`src/rtl/lbm_pkg.sv`:
```
// Shared types and constants for the LBM timestep scheduler and its datapath.
//   phase_t         : pass currently being swept (STREAM, BOUNCE, ZERO, COLLIDE)
//   sched_state_t   : scheduler FSM states (IDLE, RUN, HOST, FINISH)
//   beat_t          : read or write beat within a two-beat pass
//   LBM_* / CYCLES_PER_STEP : default lattice geometry and enabled cycles per timestep
package lbm_pkg;

    localparam int LBM_WIDTH       = 4;
    localparam int LBM_HEIGHT      = 3;
    localparam int LBM_DEPTH       = LBM_WIDTH * LBM_HEIGHT;
    // Three two-beat passes plus one single-beat pass over every cell.
    localparam int CYCLES_PER_STEP = 7 * LBM_DEPTH;

    typedef enum logic [1:0] {
        STREAM  = 2'd0,
        BOUNCE  = 2'd1,
        ZERO    = 2'd2,
        COLLIDE = 2'd3
    } phase_t;

    typedef enum logic [1:0] {
        IDLE   = 2'd0,
        RUN    = 2'd1,
        HOST   = 2'd2,
        FINISH = 2'd3
    } sched_state_t;

    typedef enum logic {
        RD = 1'b0,
        WR = 1'b1
    } beat_t;

    // Pass order wraps COLLIDE -> STREAM through the 2-bit encoding.
    function automatic phase_t next_phase(input phase_t p);
        return phase_t'(p + 2'd1);
    endfunction

endpackage

```
`src/rtl/lbm_cell_counter.sv`:
```
// Raster cell counter for the LBM lattice: column, row and row-major index
// advance together, so coordinates never need a divide or modulo.
// Ports:
//   clk, rst          : clock, synchronous active-high reset
//   inc               : advance to the next cell this cycle
//   clear             : return to cell 0 (wins over inc)
//   index / col / row : current cell and its coordinates
//   wrap              : inc is advancing past the last cell this cycle
//   at_n/at_s/at_w/at_e : row==0 / row==HEIGHT-1 / col==0 / col==WIDTH-1
module lbm_cell_counter #(
    parameter  int WIDTH  = 4,
    parameter  int HEIGHT = 3,
    localparam int DEPTH  = WIDTH * HEIGHT,
    localparam int COL_W  = $clog2(WIDTH),
    localparam int ROW_W  = $clog2(HEIGHT),
    localparam int ADDR_W = $clog2(DEPTH)
) (
    input  logic              clk,
    input  logic              rst,
    input  logic              inc,
    input  logic              clear,
    output logic [ADDR_W-1:0] index,
    output logic [COL_W-1:0]  col,
    output logic [ROW_W-1:0]  row,
    output logic              wrap,
    output logic              at_n,
    output logic              at_s,
    output logic              at_w,
    output logic              at_e
);

    localparam logic [COL_W-1:0]  COL_LAST = COL_W'(WIDTH - 1);
    localparam logic [ROW_W-1:0]  ROW_LAST = ROW_W'(HEIGHT - 1);
    localparam logic [ADDR_W-1:0] IDX_LAST = ADDR_W'(DEPTH - 1);

    logic [ADDR_W-1:0] index_reg;
    logic [COL_W-1:0]  col_reg;
    logic [ROW_W-1:0]  row_reg;

    always_ff @(posedge clk) begin
        if (rst || clear) begin
            index_reg <= '0;
            col_reg   <= '0;
            row_reg   <= '0;
        end else if (inc) begin
            index_reg <= (index_reg == IDX_LAST) ? '0 : index_reg + 1'b1;
            if (col_reg == COL_LAST) begin
                col_reg <= '0;
                row_reg <= (row_reg == ROW_LAST) ? '0 : row_reg + 1'b1;
            end else begin
                col_reg <= col_reg + 1'b1;
            end
        end
    end

    assign index = index_reg;
    assign col   = col_reg;
    assign row   = row_reg;
    assign wrap  = inc && (index_reg == IDX_LAST);
    assign at_n  = (row_reg == '0);
    assign at_s  = (row_reg == ROW_LAST);
    assign at_w  = (col_reg == '0);
    assign at_e  = (col_reg == COL_LAST);

endmodule

```
`src/rtl/lbm_step_scheduler.sv`:
```
// Sequences the LBM datapath through whole timesteps. Each timestep is four
// raster passes (STREAM, BOUNCE, ZERO, COLLIDE); the two-beat passes issue a
// read then a write per cell, ZERO issues a single write per cell.
// Optional feature macro: LBM_SCHED_HOST_ACCESS_EN adds a HOST state at
// step boundaries in which the host owns the direction RAMs.
// Ports:
//   clk, rst             : clock, synchronous active-high reset
//   en                   : run enable; low freezes everything and masks strobes
//   start, num_steps     : run request (accepted only in IDLE) and its length
//   busy, done           : run in progress / one-cycle completion pulse
//   phase                : current pass
//   rd_stb, wr_stb       : RAM read beat / datapath write beat for cell_index
//   cell_index, col, row : current cell, row-major, and its coordinates
//   at_n/at_s/at_w/at_e  : lattice edge flags (only asserted while running)
//   step_count           : timesteps completed in the current or last run
//   host_req, host_gnt   : host access request / grant between timesteps
module lbm_step_scheduler
    import lbm_pkg::*;
#(
    parameter  int WIDTH  = LBM_WIDTH,
    parameter  int HEIGHT = LBM_HEIGHT,
    parameter  int STEP_W = 16,
    localparam int DEPTH  = WIDTH * HEIGHT,
    localparam int COL_W  = $clog2(WIDTH),
    localparam int ROW_W  = $clog2(HEIGHT),
    localparam int ADDR_W = $clog2(DEPTH)
) (
    input  logic              clk,
    input  logic              rst,
    input  logic              en,
    input  logic              start,
    input  logic [STEP_W-1:0] num_steps,
    output logic              busy,
    output logic              done,
    output phase_t            phase,
    output logic              rd_stb,
    output logic              wr_stb,
    output logic [ADDR_W-1:0] cell_index,
    output logic [COL_W-1:0]  col,
    output logic [ROW_W-1:0]  row,
    output logic              at_n,
    output logic              at_s,
    output logic              at_w,
    output logic              at_e,
    output logic [STEP_W-1:0] step_count,
    input  logic              host_req,
    output logic              host_gnt
);

    sched_state_t      state_reg, state_next;
    phase_t            phase_reg, phase_next;
    beat_t             beat_reg, beat_next;
    logic [STEP_W-1:0] step_count_reg, step_count_next;
    logic [STEP_W-1:0] num_steps_reg, num_steps_next;
    // Set for a zero-length run so FINISH lasts two cycles and done lands
    // two cycles after start.
    logic              zero_run_reg, zero_run_next;
    logic [STEP_W-1:0] step_inc;
    logic              cell_inc, cell_clear, cell_wrap;
    logic              rd_next, wr_next, done_next;
    logic              cnt_n, cnt_s, cnt_w, cnt_e;

    lbm_cell_counter #(.WIDTH(WIDTH), .HEIGHT(HEIGHT)) u_cell (
        .clk   (clk),
        .rst   (rst),
        .inc   (cell_inc),
        .clear (cell_clear),
        .index (cell_index),
        .col   (col),
        .row   (row),
        .wrap  (cell_wrap),
        .at_n  (cnt_n),
        .at_s  (cnt_s),
        .at_w  (cnt_w),
        .at_e  (cnt_e)
    );

    assign step_inc = step_count_reg + STEP_W'(1);

    always_ff @(posedge clk) begin
        if (rst) begin
            state_reg      <= IDLE;
            phase_reg      <= STREAM;
            beat_reg       <= RD;
            step_count_reg <= '0;
            num_steps_reg  <= '0;
            zero_run_reg   <= 1'b0;
        end else begin
            state_reg      <= state_next;
            phase_reg      <= phase_next;
            beat_reg       <= beat_next;
            step_count_reg <= step_count_next;
            num_steps_reg  <= num_steps_next;
            zero_run_reg   <= zero_run_next;
        end
    end

    always_comb begin
        state_next      = state_reg;
        phase_next      = phase_reg;
        beat_next       = beat_reg;
        step_count_next = step_count_reg;
        num_steps_next  = num_steps_reg;
        zero_run_next   = zero_run_reg;
        cell_inc        = 1'b0;
        cell_clear      = 1'b0;
        rd_next         = 1'b0;
        wr_next         = 1'b0;
        done_next       = 1'b0;
        if (en) begin
            case (state_reg)
                IDLE: begin
                    if (start) begin
                        num_steps_next  = num_steps;
                        step_count_next = '0;
                        phase_next      = STREAM;
                        beat_next       = RD;
                        cell_clear      = 1'b1;
                        if (num_steps == '0) begin
                            state_next    = FINISH;
                            zero_run_next = 1'b1;
                        end else begin
                            state_next = RUN;
                        end
                    end
                end
                RUN: begin
                    if (phase_reg == ZERO) begin
                        wr_next  = 1'b1;
                        cell_inc = 1'b1;
                    end else if (beat_reg == RD) begin
                        rd_next   = 1'b1;
                        beat_next = WR;
                    end else begin
                        wr_next   = 1'b1;
                        cell_inc  = 1'b1;
                        beat_next = RD;
                    end
                    if (cell_wrap) begin
                        phase_next = next_phase(phase_reg);
                        if (phase_reg == COLLIDE) begin
                            step_count_next = step_inc;
                            if (step_inc == num_steps_reg) begin
                                state_next = FINISH;
                            end else begin
`ifdef LBM_SCHED_HOST_ACCESS_EN
                                if (host_req) state_next = HOST;
`endif
                            end
                        end
                    end
                end
                HOST: begin
`ifdef LBM_SCHED_HOST_ACCESS_EN
                    // Counters already sit at STREAM / cell 0 from the wrap.
                    if (!host_req) state_next = RUN;
`else
                    state_next = IDLE;
`endif
                end
                FINISH: begin
                    if (zero_run_reg) begin
                        zero_run_next = 1'b0;
                    end else begin
                        done_next  = 1'b1;
                        state_next = IDLE;
                    end
                end
                default: state_next = IDLE;
            endcase
        end
    end

    assign rd_stb     = rd_next;
    assign wr_stb     = wr_next;
    assign done       = done_next;
    assign busy       = (state_reg == RUN) || (state_reg == HOST);
    assign phase      = phase_reg;
    assign step_count = step_count_reg;
    assign at_n       = (state_reg == RUN) && cnt_n;
    assign at_s       = (state_reg == RUN) && cnt_s;
    assign at_w       = (state_reg == RUN) && cnt_w;
    assign at_e       = (state_reg == RUN) && cnt_e;

`ifdef LBM_SCHED_HOST_ACCESS_EN
    assign host_gnt = (state_reg == HOST);
`else
    logic unused_host_req;
    assign unused_host_req = host_req;
    assign host_gnt        = 1'b0;
`endif

endmodule

```
`config.mk`:
```
export PLATFORM = sky130hd
export DESIGN_NAME = lbm_step_scheduler
export DESIGN_NICKNAME = d
export VERILOG_FILES = /design/src/rtl/lbm_pkg.sv /design/src/rtl/lbm_cell_counter.sv /design/src/rtl/lbm_step_scheduler.sv
export SDC_FILE = /design/constraint.sdc
export NUM_CORES = 1
export LEC_CHECK = 0
export CORE_MARGIN = 2
export CORE_UTILIZATION = 35
export DETAILED_ROUTE_END_ITERATION = 12
export GPL_ROUTABILITY_DRIVEN = 0
export GPL_TIMING_DRIVEN = 0
export PLACE_DENSITY_LB_ADDON = 0.2
export SKIP_LAST_GASP = 1
export SYNTH_ARGS = -nofsm -noshare
export SYNTH_HDL_FRONTEND = slang
export SYNTH_HIERARCHICAL = 1
export SYNTH_SLANG_ARGS = --single-unit
```
`constraint.sdc`:
```
create_clock -name clk -period 7.2 [get_ports clk]
set_input_delay 1.44 -clock clk [delete_from_list [all_inputs] [get_ports clk]]
set_output_delay 1.44 -clock clk [all_outputs]
set_load 0.1 [all_outputs]
```
==> results.txt <==
status -> completed
crit-path max cell delay -> 1.15 ns
Routed Antenna Nets -> 0
drt initial violations -> 162
CTS Root Cell -> clkbuf_8
Avg Cell Area, Syn -> 7.62 µm²
CP Launch Type -> input pin
Max-slew headroom -> 34.8%
Worst Clk Skew -> 0.00513 ns
r2r worst-path depth -> 16
worst setup margin -> 2.09 ns
worst-skew pair later-pin latency -> 0.31 ns
crit-path cells -> clkdlybuf4s50_1, clkbuf_1, nand2_1, nor3_1, clkdlybuf4s50_1
DR WL/cell -> 14.3 µm
Worst path slowest cell -> clkdlybuf4s50_1
area of the mapped netlist -> 2880 µm²
GRT Residual Overflow -> 0
initial core utilization -> 35.6%
first-pass GRT wire length -> 12400 µm
clock tree buffer depth -> 2
hold endpoint -> num_steps_reg[7]
total power draw -> 0.563 mW
dominant cell by count in the synthesized netlist -> nand2_1
Final setup viols -> 0
Fin. Hold Viols -> 0
CTS Hold Buffers Added -> 0
YS warnings -> 6
RSZ-0062 raised after global routing -> no
Post-route DRC -> 0
# placed instances -> 536
crit end category -> primary output
min-delay src -> num_steps_reg[7]
reg2reg start -> state_reg[1]
Cell Pwr Density -> 154 nW/µm²
die footprint -> 8970 µm²
Tmin final -> 5.11 ns
synth top area cells -> dfxtp_1 32%, nand2_1 8.5%, a21oi_1 6.3%
post-synthesis register bit count -> 46
H-tree depth -> 2
max-slew violation count -> 0
Arrival @ worst endpoint -> 3.67 ns
reg-to-reg endpoint -> state_reg[1]
Hold Path Class -> reg -> reg
Core ar. -> 8090 µm²
Clock Pin Slew Worst Setup and Hold Paths -> 0.09 ns
Synth cell types -> 62
Die H -> 94.7 µm
sequential share of the synthesized area -> 32.0%
Non-Filler Instances -> 544
Final #Nets -> 468
number of synthesized flops with an enable pin -> 0
Sum Neg Setup Slack -> 0 ns
Worst Max-Slew Pin Slew -> 0.975 ns
clock sink count -> 46
number of global-route vias before repair -> 2521
max-cap violation count -> 0
antenna violations before repair -> 0
TritonCTS buffer count -> 5
die width -> 94.7 µm
I/O pin count -> 56
ANT cells -> 0
worst-path fanout max -> 10
TritonRoute pass-1 iters -> 4
r2r setup slk -> 2.77 ns
Routed WL -> 7780 µm
vias per cell -> 5.24
share of the synthesized area in the top cell type -> 32.0%
Max rail drop VDD -> 96.3 µV
total vias in the final route -> 2849
ys async rst share -> 0%
Synth Instances -> 378
area leader, netlist -> dfxtp_1
critical path's top delay family -> buffers and inverters
CP most frequent cell -> clkdlybuf4s50_1
CP bufs+invs -> 3
share of cells above drive strength 1 -> 7.29%
Post-synth top cells -> 65 x nand2_1, 46 x dfxtp_1, 36 x a21oi_1, 32 x nor2_1, 16 x clkbuf_1
post-cts repair resize count -> 0
largest net degree at the start of global routing -> 15
Hold Crit Depth -> 2
Final HPWL DP -> 5820 µm
Tcrit/Tclk final -> 70.9%
syn nets -> 408
kind of critical path -> in -> out
total global-route track usage -> 17.5%
Layout area overhead -> 26.8%
ys flop type -> dfxtp_1
Max Freq -> 0.196 GHz
number of cell rows -> 33
WP data required -> 5.76 ns
Post-CTS Setup Inserts -> 0
CTS tree -> yes
P_leak -> 1.28 nW
I/O Buffers -> 53
dpl ws -> 2.08 ns
-- logic make-up (layout without fill, tap and decap cells) --
family	count (synthesis)	in the layout	share of synthesized area, %
XOR/XNOR	18	18	5.47
other	1	1	0.130
AND/OR/NAND/NOR	180	180	32.5
flip-flops	46	46	32.0
multiplexers	8	8	2.91
adder cells (fa/ha/maj)	9	9	3.91
buffers and inverters	39	100	5.99
AO/OA/AOI/OAI	77	77	17.1
-- power by group --
part	internal, mW	switching (mW)	total [mW]
clock	0.104	0.0944	0.198
sequential	0.260	0.00635	0.267
combinational	0.0350	0.0627	0.0977
total	0.399	0.164	0.563
-- routing by layer --
metal	GRT usage, %	wire length (µm)	vias to the layer above	part of all wire, %
met5	0	0	-	0
met4	4.47	58	0	0.75
met3	3.19	329	5	4.2
met2	28.8	3610	62	46
met1	23.6	3780	1329	49
li1	-	-	1453	-
-- how the worst max path moves through the flow --
stage,to,cells after the start,startpoint
floorplan,state_reg[1],13,en
global placement,rd_stb,5,en
detailed placement,wr_stb,5,en
CTS,wr_stb,5,en
global route,wr_stb,5,en
finish,rd_stb,5,en
-- stage by stage --
step	util (%)	hold WS, ns	cell area (µm²)
finish	45.1	0.472	3650
global route	45.1	0.489	3650
CTS	45.1	0.478	3650
detailed placement	43.8	0.465	3540
global placement	43.8	0.459	3540
floorplan	-	0.448	2880
-- layout by cell type, fill, tap and decap left out, types with 3 or more instances in the layout --
cell type / instances
a21oi_1: 36
xnor2_1: 13
and4_1: 4
nor3_1: 12
and2_1: 7
mux2i_1: 5
nand2_1: 65
nand4_1: 9
inv_1: 10
o21ai_0: 9
nand3_1: 11
xor2_1: 5
clkdlybuf4s50_1: 53
and3_1: 4
dfxtp_1: 46
clkbuf_8: 5
buf_2: 8
clkbuf_1: 17
nor2_1: 32
a22oi_1: 3
nor2b_1: 7
ha_1: 9
o21a_1: 3
nor4_1: 6
nand4b_1: 4
a31oi_1: 4
-- worst min-delay path, stage by stage, from the launching register on --
cell	delay [ns]
dfxtp_1	0.33
nand2_1	0.05
a21oi_1	0.05
-- layout make-up --
| class | instances | area, µm² |
|---|---|---|
| timing repair buffer | 53 | 531 |
| clock buffer | 6 | 72.6 |
| fill | 832 | 4440 |
| multi-input combinational | 293 | 1790 |
| inverter | 11 | 41.3 |
| clock inverter | 2 | 37.5 |
| tap | 105 | 131 |
| sequential | 46 | 921 |
| buffer | 28 | 131 |
No activity file was read; power rests on OpenSTA's default activity.
==> variant, RTL diff (same settings) <==
Build with the macro `LBM_SCHED_HOST_ACCESS_EN` defined.
--- a/src/rtl/lbm_step_scheduler.sv
+++ b/src/rtl/lbm_step_scheduler.sv
@@ -14,6 +14,8 @@
 //   at_n/at_s/at_w/at_e  : lattice edge flags (only asserted while running)
 //   step_count           : timesteps completed in the current or last run
 //   host_req, host_gnt   : host access request / grant between timesteps
+`define LBM_SCHED_HOST_ACCESS_EN
+
 module lbm_step_scheduler
     import lbm_pkg::*;
 #(
Behaviour: same outputs for any inputs over 10 cycles, from zero or initial values and one cycle with rst high; that may be too few to reach the edited logic, so the function may still have changed.
==> variant against the original RTL <==
Final cell count decreased by 2.2%. Highest routed layer unchanged. Die area decreased by 0.92%. Routed wire length is 3.0% lower. Clock skew hardly changed. Critical endpoint unchanged. Design area fell by 0.24%. Area after synthesis fell by 0.96%. Utilization increased by 1.5 points. Power increased by 7.8%. Sequential cell count is the same. Worst setup slack improved by 270 ps.
==> variant: results (changes against the original RTL) <==
- Run status: finished clean
- Final WL: 7.545 mm (-3.0%)
- Vias in the first global route: 2664 (+5.7%)
- Vias after detailed routing: 2806 (-1.5%)
- Fill count: 792 (-4.8%)
- DRT iter0 DRCs: 106 (-35%)
- DP Cell Count: 525 (-2.1%)
- Final nets: 461 (-1.5%)
- Initial antenna violation count: 0 (unchanged)
- Layout Skew: 5.354 ps (+0.2229 ps)
- Worst slew pin tran: 985.2 ps (+10.40 ps)
- Placed cell area: 3531 µm² (-0.32%)
- Register area share after synthesis: 0.3228 (+0.003085)
- Largest net degree at the start of global routing: 14 (-1)
- Commonest cells post-synth: nand2_1 (50), dfxtp_1 (46), a21oi_1 (44)
- Hold endpoint: num_steps_reg[11]$_SDFFE_PP0P_
- Synth unique cells: 60 (-3.2%)
- Reg2Reg Depth: 13 (-3)
- Cell Int Power: 0.0004203 W (+5.3%)
- First-pass GRT wire length: 12.72 mm (+2.9%)
- Worst Hold Launch: num_steps_reg[11]$_SDFFE_PP0P_
- Worst R2R End: step_count[4]$_SDFFE_PP0P_
- Synth top area cells: dfxtp_1 (32%), a21oi_1 (7.7%), nand2_1 (6.6%), xnor2_1 (5.5%), nor2_1 (5.3%)
- Layout cells sized above 1: 0.06744 (-0.005451)
- Syn_nets: 399 (-2.2%)
- Worst EP arrival: 3400 ps (-270 ps)
- P_leak: 1.254 nW (-2.3%)
- Post-DR vias/cell: 5.274 (+0.71%)
- GRT Overall Usage: 0.1799 (+0.004977)
- Avg Cell Area, Syn: 7.752 µm² (+1.7%)
[variant: cell count changes in the layout (fill, tap and decap cells not counted), moves of 4 or more]
cell	unedited run	this run
nand2_1	65	50
a21oi_1	36	44
nor2_1	32	40
inv_1	10	17
nor2b_1	7	1
o21ai_0	9	15
buf_2	8	3
clkbuf_1	17	12
xnor2_1	13	18
nand4_1	9	5
o211ai_1	0	4
[variant: through the flow]
| stage | setup WS, ps | util | power, W | hold slack, ps |
|---|---|---|---|---|
| 2_1_floorplan | 2227 | - | 0.0003715 | 448.1 |
| 3_3_place_gp | 2348 | 0.4522 | 0.0004108 | 462.1 |
| 3_5_place_dp | 2366 | 0.4522 | 0.0004114 | 464.0 |
| 4_1_cts | 2346 | 0.4667 | 0.0006116 | 476.3 |
| 5_1_grt | 2231 | 0.4667 | 0.0006331 | 493.4 |
| 6_report | 2360 | 0.4667 | 0.0006063 | 472.9 |
[variant: final cells by class]
type                            count  share of cell area
Inverter                           18             0.01854
Timing Repair Buffer               55              0.1511
Tap cell                          102             0.03503
Sequential cell                    46              0.2527
Clock buffer                        6             0.02266
Clock inverter                      1            0.008242
Buffer                             19             0.02576
Multi-Input combinational cell    285              0.4859
[variant: power groups by stage]
stage / registers (W) / clock network (W) / logic (W)
after floorplan: 0.000275 / 0 / 0.0000964
after global placement: 0.000275 / 0 / 0.000136
after detailed placement: 0.000275 / 0 / 0.000136
after CTS: 0.000269 / 0.000205 / 0.000137
after global routing: 0.000271 / 0.000215 / 0.000148
final: 0.000269 / 0.000200 / 0.000136
[variant: per-layer routing]
layer | global-route usage | up-vias | routed length, µm
li1 | - | 1418 | -
met1 | 0.2411 | 1298 | 3543
met2 | 0.2940 | 74 | 3474
met3 | 0.02970 | 16 | 357
met4 | 0.05797 | 0 | 170
met5 | 0 | - | 0
[variant: worst max-delay path, stage by stage]
cell             delay, ps
clkdlybuf4s50_1        550
nand2_1                 90
nor3_1                 150
clkdlybuf4s50_1       1160
[variant: logic make-up (layout without fill, tap and decap cells)]
| logic type | Yosys count | in the layout | synth area share |
|---|---|---|---|
| AOI/OAI and AO/OA | 89 | 89 | 0.2026 |
| and+or+nand+nor | 157 | 157 | 0.2820 |
| xor gates and xnor gates | 23 | 23 | 0.07061 |
| buffers and inverters | 37 | 99 | 0.05657 |
| muxes | 6 | 6 | 0.02149 |
| adders and majority gates | 10 | 10 | 0.04386 |
| DFF | 46 | 46 | 0.3228 |
